--- config.mk ---
export PLATFORM = sky130hd
export DESIGN_NAME = mem_wb_stage_flat
export DESIGN_NICKNAME = d
export VERILOG_FILES = /design/src/rtl/pipeline_pkg.sv /design/src/rtl/mem_wb_stage_if.sv /design/src/rtl/load_extend.sv /design/src/rtl/mem_wb_stage.sv /design/src/flat_wrapper.sv
export SDC_FILE = /design/constraint.sdc
export NUM_CORES = 1
export LEC_CHECK = 0
export BUFFER_PORTS_ARGS = -buffer_cell sky130_fd_sc_hd__buf_2
export CORE_MARGIN = 10
export CORE_UTILIZATION = 49
export CTS_BUF_LIST = sky130_fd_sc_hd__clkbuf_4
export DETAILED_ROUTE_END_ITERATION = 10
export GPL_ROUTABILITY_DRIVEN = 0
export PLACE_DENSITY = 0.76
export SYNTH_ARGS = -nofsm -noshare
export SYNTH_HDL_FRONTEND = slang
export SYNTH_HIERARCHICAL = 1
export SYNTH_SLANG_ARGS = --single-unit
--- constraint.sdc ---
create_clock -name clk -period 2.35 [get_ports clk]
set_clock_uncertainty 0.1 [all_clocks]
set_input_delay 0.47 -clock clk [delete_from_list [all_inputs] [get_ports clk]]
set_output_delay 0.47 -clock clk [all_outputs]
set_load 0.005 [all_outputs]
--- src/rtl/pipeline_pkg.sv ---
// ---------------------------------------------------------------------------
// pipeline_pkg
// Shared definitions for the pipeline datapath.
//   DATA_W, REG_AW : default datapath width and register address width
//   LS_BYTE/HALF/WORD : loadSize encodings (3 is reserved)
// ---------------------------------------------------------------------------
package pipeline_pkg;

    localparam int DATA_W = 32;
    localparam int REG_AW = 5;

    localparam logic [1:0] LS_BYTE = 2'd0;
    localparam logic [1:0] LS_HALF = 2'd1;
    localparam logic [1:0] LS_WORD = 2'd2;

endpackage

--- src/rtl/mem_wb_stage_if.sv ---
// ---------------------------------------------------------------------------
// mem_wb_stage_if
// Bundles the MEM-stage inputs and the writeback outputs of mem_wb_stage.
//   master : drives the MEM-stage side (stall, flush, instruction fields)
//            and observes the writeback port and retire counter
//   slave  : the MEM/WB stage itself
//
// Flow control: there is no valid/ready handshake. inValid marks a real
// instruction on the MEM side, stall holds the MEM/WB register, flush loads
// a bubble (flush wins over stall). An instruction leaves WB, and is counted
// as retired, on every clock where the register holds a valid entry and
// stall is low.
// ---------------------------------------------------------------------------
interface mem_wb_stage_if
    import pipeline_pkg::*;
#(
    parameter int DW = DATA_W,
    parameter int AW = REG_AW
);
    logic          stall;
    logic          flush;
    logic          inValid;
    logic          memToReg;
    logic          regWrite;
    logic [AW-1:0] rd;
    logic [DW-1:0] aluResult;
    logic [DW-1:0] memReadData;
    logic [1:0]    loadSize;
    logic          loadUnsigned;

    logic [DW-1:0] outMuxWb;
    logic          wbRegWrite;
    logic [AW-1:0] wbRd;
    logic          wbValid;
    logic          wbMisalign;
    logic [31:0]   retireCount;

    modport master (
        output stall, flush, inValid, memToReg, regWrite, rd,
               aluResult, memReadData, loadSize, loadUnsigned,
        input  outMuxWb, wbRegWrite, wbRd, wbValid, wbMisalign, retireCount
    );

    modport slave (
        input  stall, flush, inValid, memToReg, regWrite, rd,
               aluResult, memReadData, loadSize, loadUnsigned,
        output outMuxWb, wbRegWrite, wbRd, wbValid, wbMisalign, retireCount
    );
endinterface

--- src/rtl/load_extend.sv ---
// ---------------------------------------------------------------------------
// load_extend
// Combinational load alignment: picks the addressed byte/halfword out of the
// raw memory word and sign- or zero-extends it to DATA_W.
//   i_mem_read_data : raw word from data memory
//   i_offset        : byte offset within the word (address bits [1:0])
//   i_load_size     : LS_BYTE / LS_HALF / LS_WORD, 3 reserved
//   i_load_unsigned : 1 = zero-extend
//   o_data          : aligned, extended load value
//   o_misalign      : access is misaligned or uses the reserved size
//                     (not qualified by valid/memToReg; the stage does that)
// ---------------------------------------------------------------------------
module load_extend
    import pipeline_pkg::*;
#(
    parameter int DW = DATA_W
) (
    input  logic [DW-1:0] i_mem_read_data,
    input  logic [1:0]    i_offset,
    input  logic [1:0]    i_load_size,
    input  logic          i_load_unsigned,
    output logic [DW-1:0] o_data,
    output logic          o_misalign
);

    logic [7:0]  w_byte;
    logic [15:0] w_half;
    logic        w_sign;

    always_comb begin
        w_byte = i_mem_read_data[8*i_offset +: 8];
        // Only offsets 0 and 2 are legal for halfwords, so bit 1 selects.
        w_half = i_offset[1] ? i_mem_read_data[31:16] : i_mem_read_data[15:0];
        w_sign = 1'b0;
        o_data = i_mem_read_data;
        case (i_load_size)
            LS_BYTE: begin
                w_sign = ~i_load_unsigned & w_byte[7];
                o_data = {{(DW-8){w_sign}}, w_byte};
            end
            LS_HALF: begin
                w_sign = ~i_load_unsigned & w_half[15];
                o_data = {{(DW-16){w_sign}}, w_half};
            end
            default: o_data = i_mem_read_data;
        endcase
    end

    assign o_misalign = ((i_load_size == LS_HALF) & i_offset[0])
                      | ((i_load_size == LS_WORD) & (i_offset != 2'd0))
                      | (i_load_size == 2'd3);

endmodule

--- src/rtl/mem_wb_stage.sv ---
// ---------------------------------------------------------------------------
// mem_wb_stage
// MEM/WB pipeline register plus the writeback multiplexer.
//   clk, reset : rising-edge clock, synchronous active-high reset
//   bus        : mem_wb_stage_if.slave
//                in : stall, flush, inValid, memToReg, regWrite, rd,
//                     aluResult, memReadData, loadSize, loadUnsigned
//                out: outMuxWb, wbRegWrite, wbRd, wbValid, wbMisalign,
//                     retireCount
// Writeback outputs are combinational from the register (1-cycle latency).
// ---------------------------------------------------------------------------
module mem_wb_stage
    import pipeline_pkg::*;
#(
    parameter int DATA_W = pipeline_pkg::DATA_W,
    parameter int REG_AW = pipeline_pkg::REG_AW
) (
    input  logic           clk,
    input  logic           reset,
    mem_wb_stage_if.slave  bus
);

    logic              r_valid;
    logic              r_mem_to_reg;
    logic              r_reg_write;
    logic [REG_AW-1:0] r_rd;
    logic [DATA_W-1:0] r_alu_result;
    logic [DATA_W-1:0] r_mem_read_data;
    logic [1:0]        r_load_size;
    logic              r_load_unsigned;
    logic [31:0]       r_retire_count;

    logic [DATA_W-1:0] w_load_data;
    logic              w_load_misalign;
    logic              w_misalign;

    always_ff @(posedge clk) begin
        if (reset) begin
            r_valid         <= 1'b0;
            r_mem_to_reg    <= 1'b0;
            r_reg_write     <= 1'b0;
            r_rd            <= '0;
            r_alu_result    <= '0;
            r_mem_read_data <= '0;
            r_load_size     <= 2'd0;
            r_load_unsigned <= 1'b0;
            r_retire_count  <= 32'd0;
        end else begin
            // The occupant leaves WB whenever the stage is not stalled,
            // including when a flush replaces it with a bubble.
            if (r_valid && !bus.stall) begin
                r_retire_count <= r_retire_count + 32'd1;
            end
            // Flush only kills the entry; the data fields keep their value.
            if (bus.flush) begin
                r_valid     <= 1'b0;
                r_reg_write <= 1'b0;
            end else if (!bus.stall) begin
                r_valid         <= bus.inValid;
                r_mem_to_reg    <= bus.memToReg;
                r_reg_write     <= bus.regWrite;
                r_rd            <= bus.rd;
                r_alu_result    <= bus.aluResult;
                r_mem_read_data <= bus.memReadData;
                r_load_size     <= bus.loadSize;
                r_load_unsigned <= bus.loadUnsigned;
            end
        end
    end

    load_extend #(.DW(DATA_W)) u_load_extend (
        .i_mem_read_data (r_mem_read_data),
        .i_offset        (r_alu_result[1:0]),
        .i_load_size     (r_load_size),
        .i_load_unsigned (r_load_unsigned),
        .o_data          (w_load_data),
        .o_misalign      (w_load_misalign)
    );

    assign w_misalign = r_valid & r_mem_to_reg & w_load_misalign;

    assign bus.outMuxWb    = w_misalign   ? '0
                           : r_mem_to_reg ? w_load_data
                           :                r_alu_result;
    assign bus.wbRegWrite  = r_valid & r_reg_write & (r_rd != '0) & ~w_misalign;
    assign bus.wbRd        = r_rd;
    assign bus.wbValid     = r_valid;
    assign bus.wbMisalign  = w_misalign;
    assign bus.retireCount = r_retire_count;

endmodule

--- src/flat_wrapper.sv ---
// flat-port wrapper written by rule: the top's interface ports become plain ports
module mem_wb_stage_flat import pipeline_pkg::*;
#(
    parameter int DATA_W = pipeline_pkg::DATA_W,
    parameter int REG_AW = pipeline_pkg::REG_AW
)
  (clk, reset, bus_stall, bus_flush, bus_inValid, bus_memToReg, bus_regWrite, bus_rd, bus_aluResult, bus_memReadData, bus_loadSize, bus_loadUnsigned, bus_outMuxWb, bus_wbRegWrite, bus_wbRd, bus_wbValid, bus_wbMisalign, bus_retireCount);
  mem_wb_stage_if #(.DW(32), .AW(5)) bus_i ();
  input  logic clk;
  input  logic reset;
  input wire logic [$bits(bus_i.stall)-1:0] bus_stall;
  input wire logic [$bits(bus_i.flush)-1:0] bus_flush;
  input wire logic [$bits(bus_i.inValid)-1:0] bus_inValid;
  input wire logic [$bits(bus_i.memToReg)-1:0] bus_memToReg;
  input wire logic [$bits(bus_i.regWrite)-1:0] bus_regWrite;
  input wire logic [$bits(bus_i.rd)-1:0] bus_rd;
  input wire logic [$bits(bus_i.aluResult)-1:0] bus_aluResult;
  input wire logic [$bits(bus_i.memReadData)-1:0] bus_memReadData;
  input wire logic [$bits(bus_i.loadSize)-1:0] bus_loadSize;
  input wire logic [$bits(bus_i.loadUnsigned)-1:0] bus_loadUnsigned;
  output wire logic [$bits(bus_i.outMuxWb)-1:0] bus_outMuxWb;
  output wire logic [$bits(bus_i.wbRegWrite)-1:0] bus_wbRegWrite;
  output wire logic [$bits(bus_i.wbRd)-1:0] bus_wbRd;
  output wire logic [$bits(bus_i.wbValid)-1:0] bus_wbValid;
  output wire logic [$bits(bus_i.wbMisalign)-1:0] bus_wbMisalign;
  output wire logic [$bits(bus_i.retireCount)-1:0] bus_retireCount;
  assign bus_i.stall = bus_stall;
  assign bus_i.flush = bus_flush;
  assign bus_i.inValid = bus_inValid;
  assign bus_i.memToReg = bus_memToReg;
  assign bus_i.regWrite = bus_regWrite;
  assign bus_i.rd = bus_rd;
  assign bus_i.aluResult = bus_aluResult;
  assign bus_i.memReadData = bus_memReadData;
  assign bus_i.loadSize = bus_loadSize;
  assign bus_i.loadUnsigned = bus_loadUnsigned;
  assign bus_outMuxWb = bus_i.outMuxWb;
  assign bus_wbRegWrite = bus_i.wbRegWrite;
  assign bus_wbRd = bus_i.wbRd;
  assign bus_wbValid = bus_i.wbValid;
  assign bus_wbMisalign = bus_i.wbMisalign;
  assign bus_retireCount = bus_i.retireCount;
  mem_wb_stage #(.DATA_W(DATA_W), .REG_AW(REG_AW)) u_core (.clk(clk), .reset(reset), .bus(bus_i));
endmodule
Word-level counts from Yosys, hierarchy flattened. Index checks and enable logic that the tools add are counted.

Flip-flop bits (word level): 107. Input bits: 79. Output and inout bits: 72. Word-level logic and storage cells: 40.

Add/subtract/negate cells: 1. Equality and inequality tests: 3. Shifts and indexed selects: 1. Mux-type cells: 4. Bitwise logic cells: 15. Reduce and logical (&&, ||, !) cells: 7.

Operators with widths (number): $mux 32 (2); $pmux 32 s2 (1); $add 32x1->32 const B (1); $shiftx 32x6->8 (1); $mux 16 (1); $and 1x1->1 (9); $reduce_bool 5->1 (1); $eq 2x2->1 const B (2); $not 1->1 (4); $eq 2x1->1 const B (1); $logic_not 2->1 (1); $or 1x1->1 (2); $reduce_and 2->1 (1); $reduce_bool 2->1 (1); $reduce_or 2->1 (1); $logic_and 1x1->1 (1); $logic_not 1->1 (1).

Longest topological paths before layout.
Word-level depth: 7. Gate-level depth with buffers: 9. Mapped depth without buffers: 6.

Hierarchy. The synthesis kept the hierarchy.

By module, submodules not included: mem_wb_stage (times used 1, cells each 578, area each 4576.9 sq um, sequential area each 2142.1 sq um); load_extend (times used 1, cells each 126, area each 745.7 sq um, sequential area each 0.0 sq um).

Worst setup path after synthesis. Ideal clock, no wire load.

Path kind: input port to flip-flop. Start point: in bus_stall. End point: reg u_core.r_retire_count[22], in the netlist u_core/bus.retireCount[22]. Library setup time: 123 ps. Arrival: 2122 ps. Data required time: 2127 ps. Setup slack: 5 ps. Stages on the path: 7. Buffers on the path: 3. Cells stage by stage: buf_6 -> nand3b_4 -> or4_1 -> buf_2 -> buf_6 -> nor4_2 -> mux2_1.

Word-level cells in the longest chain between the ends: 2.

RTL lines: from (decl) (line flat_wrapper.sv:11) `input wire logic [$bits(bus_i.stall)-1:0] bus_stall;`; $logic_not 1->1; $logic_and 1x1->1 (line mem_wb_stage.sv:51) `if (r_valid && !bus.stall) begin`; to (signal assigned) (line mem_wb_stage.sv:52) `r_retire_count <= r_retire_count + 32'd1;`; to (decl) (line mem_wb_stage.sv:31) `logic [31:0] r_retire_count;`.

Every way passes these cells. A chain may end at the register's enable or synchronous reset.

Worst setup path in the final report.
Start point: reg u_core.r_alu_result[1]. End point: out bus_outMuxWb[23].

Elaborated cells between the ends (all ways): 12. Those cells by class: 1 x shift; 4 x mux; 6 x bitwise; 1 x reduce/logical.

RTL lines: from (decl) (line mem_wb_stage.sv:27) `logic [DATA_W-1:0] r_alu_result;`; from (signal assigned) (line mem_wb_stage.sv:63) `r_alu_result <= bus.aluResult;`; $shiftx 32x6->8 / $mux 16 (equally long branches) (line load_extend.sv:31, load_extend.sv:33); $and 1x1->1, on equally long branches (line load_extend.sv:38, load_extend.sv:42); $pmux 32 s2 (*) (line load_extend.sv:36) `case (i_load_size)`; net u_core.w_load_data[23] (line mem_wb_stage.sv:33) `logic [DATA_W-1:0] w_load_data;`; $mux 32 (*) (line mem_wb_stage.sv:83) `: r_mem_to_reg ? w_load_data`; $mux 32 (*) (line mem_wb_stage.sv:82) `assign bus.outMuxWb = w_misalign ? '0`; to (decl) (line flat_wrapper.sv:21) `output wire logic [$bits(bus_i.outMuxWb)-1:0] bus_outMuxWb;`.

The timed path passes the listed nets; every way through them passes the cells marked *.

==> run_results.csv <==
group,metric,value,unit
critical_path,cpPeakStageDelay,0.40,ns
grt,grt_util_all_layers,19.9,%
finish,multiInputGateArea,0.00308,mm²
hold_path,min_path_cells,3,
grt,grt_first_pass_wirelength,26500,µm
grt,met2_usage,34.5,%
grt,grt_max_degree,69,
detailed_routing,post_drt_wl_per_cell,17.4,µm
synthesis,synthTopCellsByArea,"dfxtp_1, nand2_1, a21oi_1, mux2i_1, nor2_1",
synthesis,ys.flop_type,"dfxtp_1",
timing,worst_pin_slew,0.586,ns
critical_path,startpoint_type,"register",
timing,setup-tns-final,-10.41,ns
cts,cts.clk_slew.worst_paths,0.19,ns
finish,area_growth_syn_to_layout,30.4,%
detailed_routing,antenna_left,0,
power_and_ir_drop,p_total,3.38,mW
cts,cts_made_buffers,9,
synthesis,synth_top_cell_by_area,"dfxtp_1",
power_and_ir_drop,cellPowerDensity,487,mW/mm²
detailed_routing,routed_wl,17400,µm
synthesis,yosysTopAreaCellShare,40.2,%
cts,clkSinkCount,107,
timing,finalCriticalPeriod,2.75,ns
floorplan,rows,37,
synthesis,yosys_warnings,6,
detailed_routing,routed-via-count,5595,
timing,max_freq,364,MHz
timing,setup_viol_count_final,34,
cts,clockBufferDepth,2,
detailed_routing,drt_iter0_drc,413,
timing,finalMaxSlewViolations,0,
synthesis,syn_avg_cell_area,7.56,µm²
grt,global_route.usage.met1,23.0,%
cts,clk_latency,0.45,ns
finish,final_area,0.00694,mm²
floorplan,core,0.0105,mm²
synthesis,syn_area,0.00532,mm²
critical_path,crit_fanout,8,
detailed_routing,via_per_inst,5.58,
floorplan,boundaryPins,151,
floorplan,die_w,124,µm
synthesis,syn_inst,704,
synthesis,mappedNetlistNets,784,
grt,globalRouteMet3Util,6.29,%
synthesis,ys_ff_latch,107,
critical_path,critPathArrivalTime,2.18,ns
finish,layout-drive-gt1-share,32.5,%
cts,ctsHoldBuffers,0,
timing,finalCritPeriodShare,117,%
timing,whs,0.124,ns
timing,setup_ws,-0.396,ns
synthesis,yosysSeqAreaShare,40.2,%
finish,register_area,0.00216,mm²
place,pre_cts_ws,0.0388,ns
grt,antenna_found_initial,2,
grt,grt-ovfl-total,0,
floorplan,die_y,124,µm
critical_path,critical_path.slowest_cell,"dfxtp_4",
cts,htreeDepth,3,
run,cap_violations,0,
cts,root_buffer,"clkbuf_4",
finish,fillCellCount,872,
critical_path,required,1.78,ns
critical_path,crit_chain,"buf_12 -> nand2b_4 -> a311oi_2 -> nand2_2 -> buf_6 -> nand2_2 -> mux2i_1 -> nor2_1 -> buf_2",
synthesis,async_flop_share,0,%
grt,grt_pass1_vias,5294,
timing,grt_setup_unrepaired,"true",
timing,slew_headroom,60.9,%
detailed_routing,firstDrtPassIters,5,
synthesis,yosysUniqueCellTypes,50,
critical_path,end_kind,"output pin",
floorplan,initial_utilization,50.9,%
power_and_ir_drop,peakVddDrop,312,µV
timing,finalHoldViolCount,0,
status,violations,"negative setup slack",
finish,nets,940,
detailed_routing,drc,0,
critical_path,path_class,"register to output pin",
power_and_ir_drop,leakage,2.96,nW
cts,cts_tree,"yes",
critical_path,cpMostUsedCell,"nand2_2",
place,io_buffers,150,
floorplan,dieArea,0.0154,mm²
critical_path,ff2ff_setup_slack,0.10,ns
synthesis,synth_edf_count,0,
status,status,"complete, but fails checks",
grt,grt.busiest_layer,"met2",
place,place_hpwl,11700,µm
hold_path,holdCritPathClass,"primary input to register",
critical_path,r2r_cells,4,
place,postPlaceCellArea,0.00628,mm²
[critical path, delay by kind of cell, from the launching register on]
kind	cells	cell delay (ns)
and+or+nand+nor	4	0.52
muxes	1	0.06
AOI/OAI and AO/OA	1	0.30
buffers and inverters	3	0.47
DFF	1	0.40
[stage by stage]
stage          utilization [%]  std cells
3_3_place_gp              60.0        963
6_report                  66.3       1003
3_5_place_dp              60.0        963
2_1_floorplan                -        704
5_1_grt                   66.3       1001
4_1_cts                   64.0        990
[per-layer routing]
layer / part of all wire, % / routed length (µm)
met1: 40 / 7010
met3: 7.5 / 1310
met2: 51 / 8810
met4: 1.7 / 288
met5: 0 / 0
[logic make-up after synthesis]
family | synth area share, %
buffers and inverters | 5.52
AOI/OAI and AO/OA | 16.2
DFF | 40.2
adders and majority gates | 0.235
muxes | 7.87
and+or+nand+nor | 28.5
xor gates and xnor gates | 1.48
[Yosys cell counts, drive strengths merged, types with 4 or more instances]
cell and instances:
nand2 213, buf 16, a21oi 97, nor3 8, a221o 8, o21ai 9, or4 17, inv 9
a22oi 5, clkbuf 37, mux2i 37, or3 4, nor2b 8, nor2 52, mux2 4, dfxtp 107
xnor2 7, o31ai 14, nor4 6, or2b 4, nand3 11, nand4 5
[final cells by class]
type / instances / share of cell area [%]
multi-input combinational: 535 / 44.4
sequential: 107 / 31.2
timing repair buffer: 198 / 19.5
tap: 136 / 2.45
clock buffer: 9 / 0.973
clock inverter: 7 / 0.883
inverter: 9 / 0.487
antenna: 2 / 0.0721
[worst paths after layout]
kind,start,end
setup / recovery,u_core/r_alu_result[1],bus_outMuxWb[23]
setup reg to reg,u_core/bus.retireCount[12],u_core/bus.retireCount[27]
hold / removal,bus_aluResult[10],u_core/r_alu_result[10]
hold reg to reg,u_core/r_alu_result[26],u_core/r_alu_result[26]
[where the power goes]
group          internal (mW)  total, mW  switching, mW
Sequential              1.87       1.93         0.0568
Combinational          0.262      0.558          0.296
Clock                  0.237      0.892          0.655
Total                   2.37       3.38           1.01
[timing repair]
action / 4_1_cts / 5_1_grt
gates cloned: 4 / 2
hold endpoints to repair: 0 / 0
buffers inserted: 7 / 10
pin swaps: 8 / 8
resized for setup: 41 / 37
endpoints found under the setup margin: 33 / 35
[layout by cell type (no fill, tap or decap), drive strengths merged, types with 2 or more instances in the layout]
cell,n
nand2,213
buf,196
dfxtp,107
a21oi,97
nor2,52
mux2i,37
or4,17
o31ai,14
nand3,11
inv,11
clkbuf,10
o21ai,9
a221o,8
nor3,8
nor2b,8
xnor2,7
nor4,6
nand4,5
a22oi,5
or3,4
clkinv,4
or2b,4
mux2,4
a2bb2oi,3
o22a,3
and2b,3
a21o,3
diode,2
or2,2
xor2,2
nand2b,2
Power figures use the tool's default switching activity.
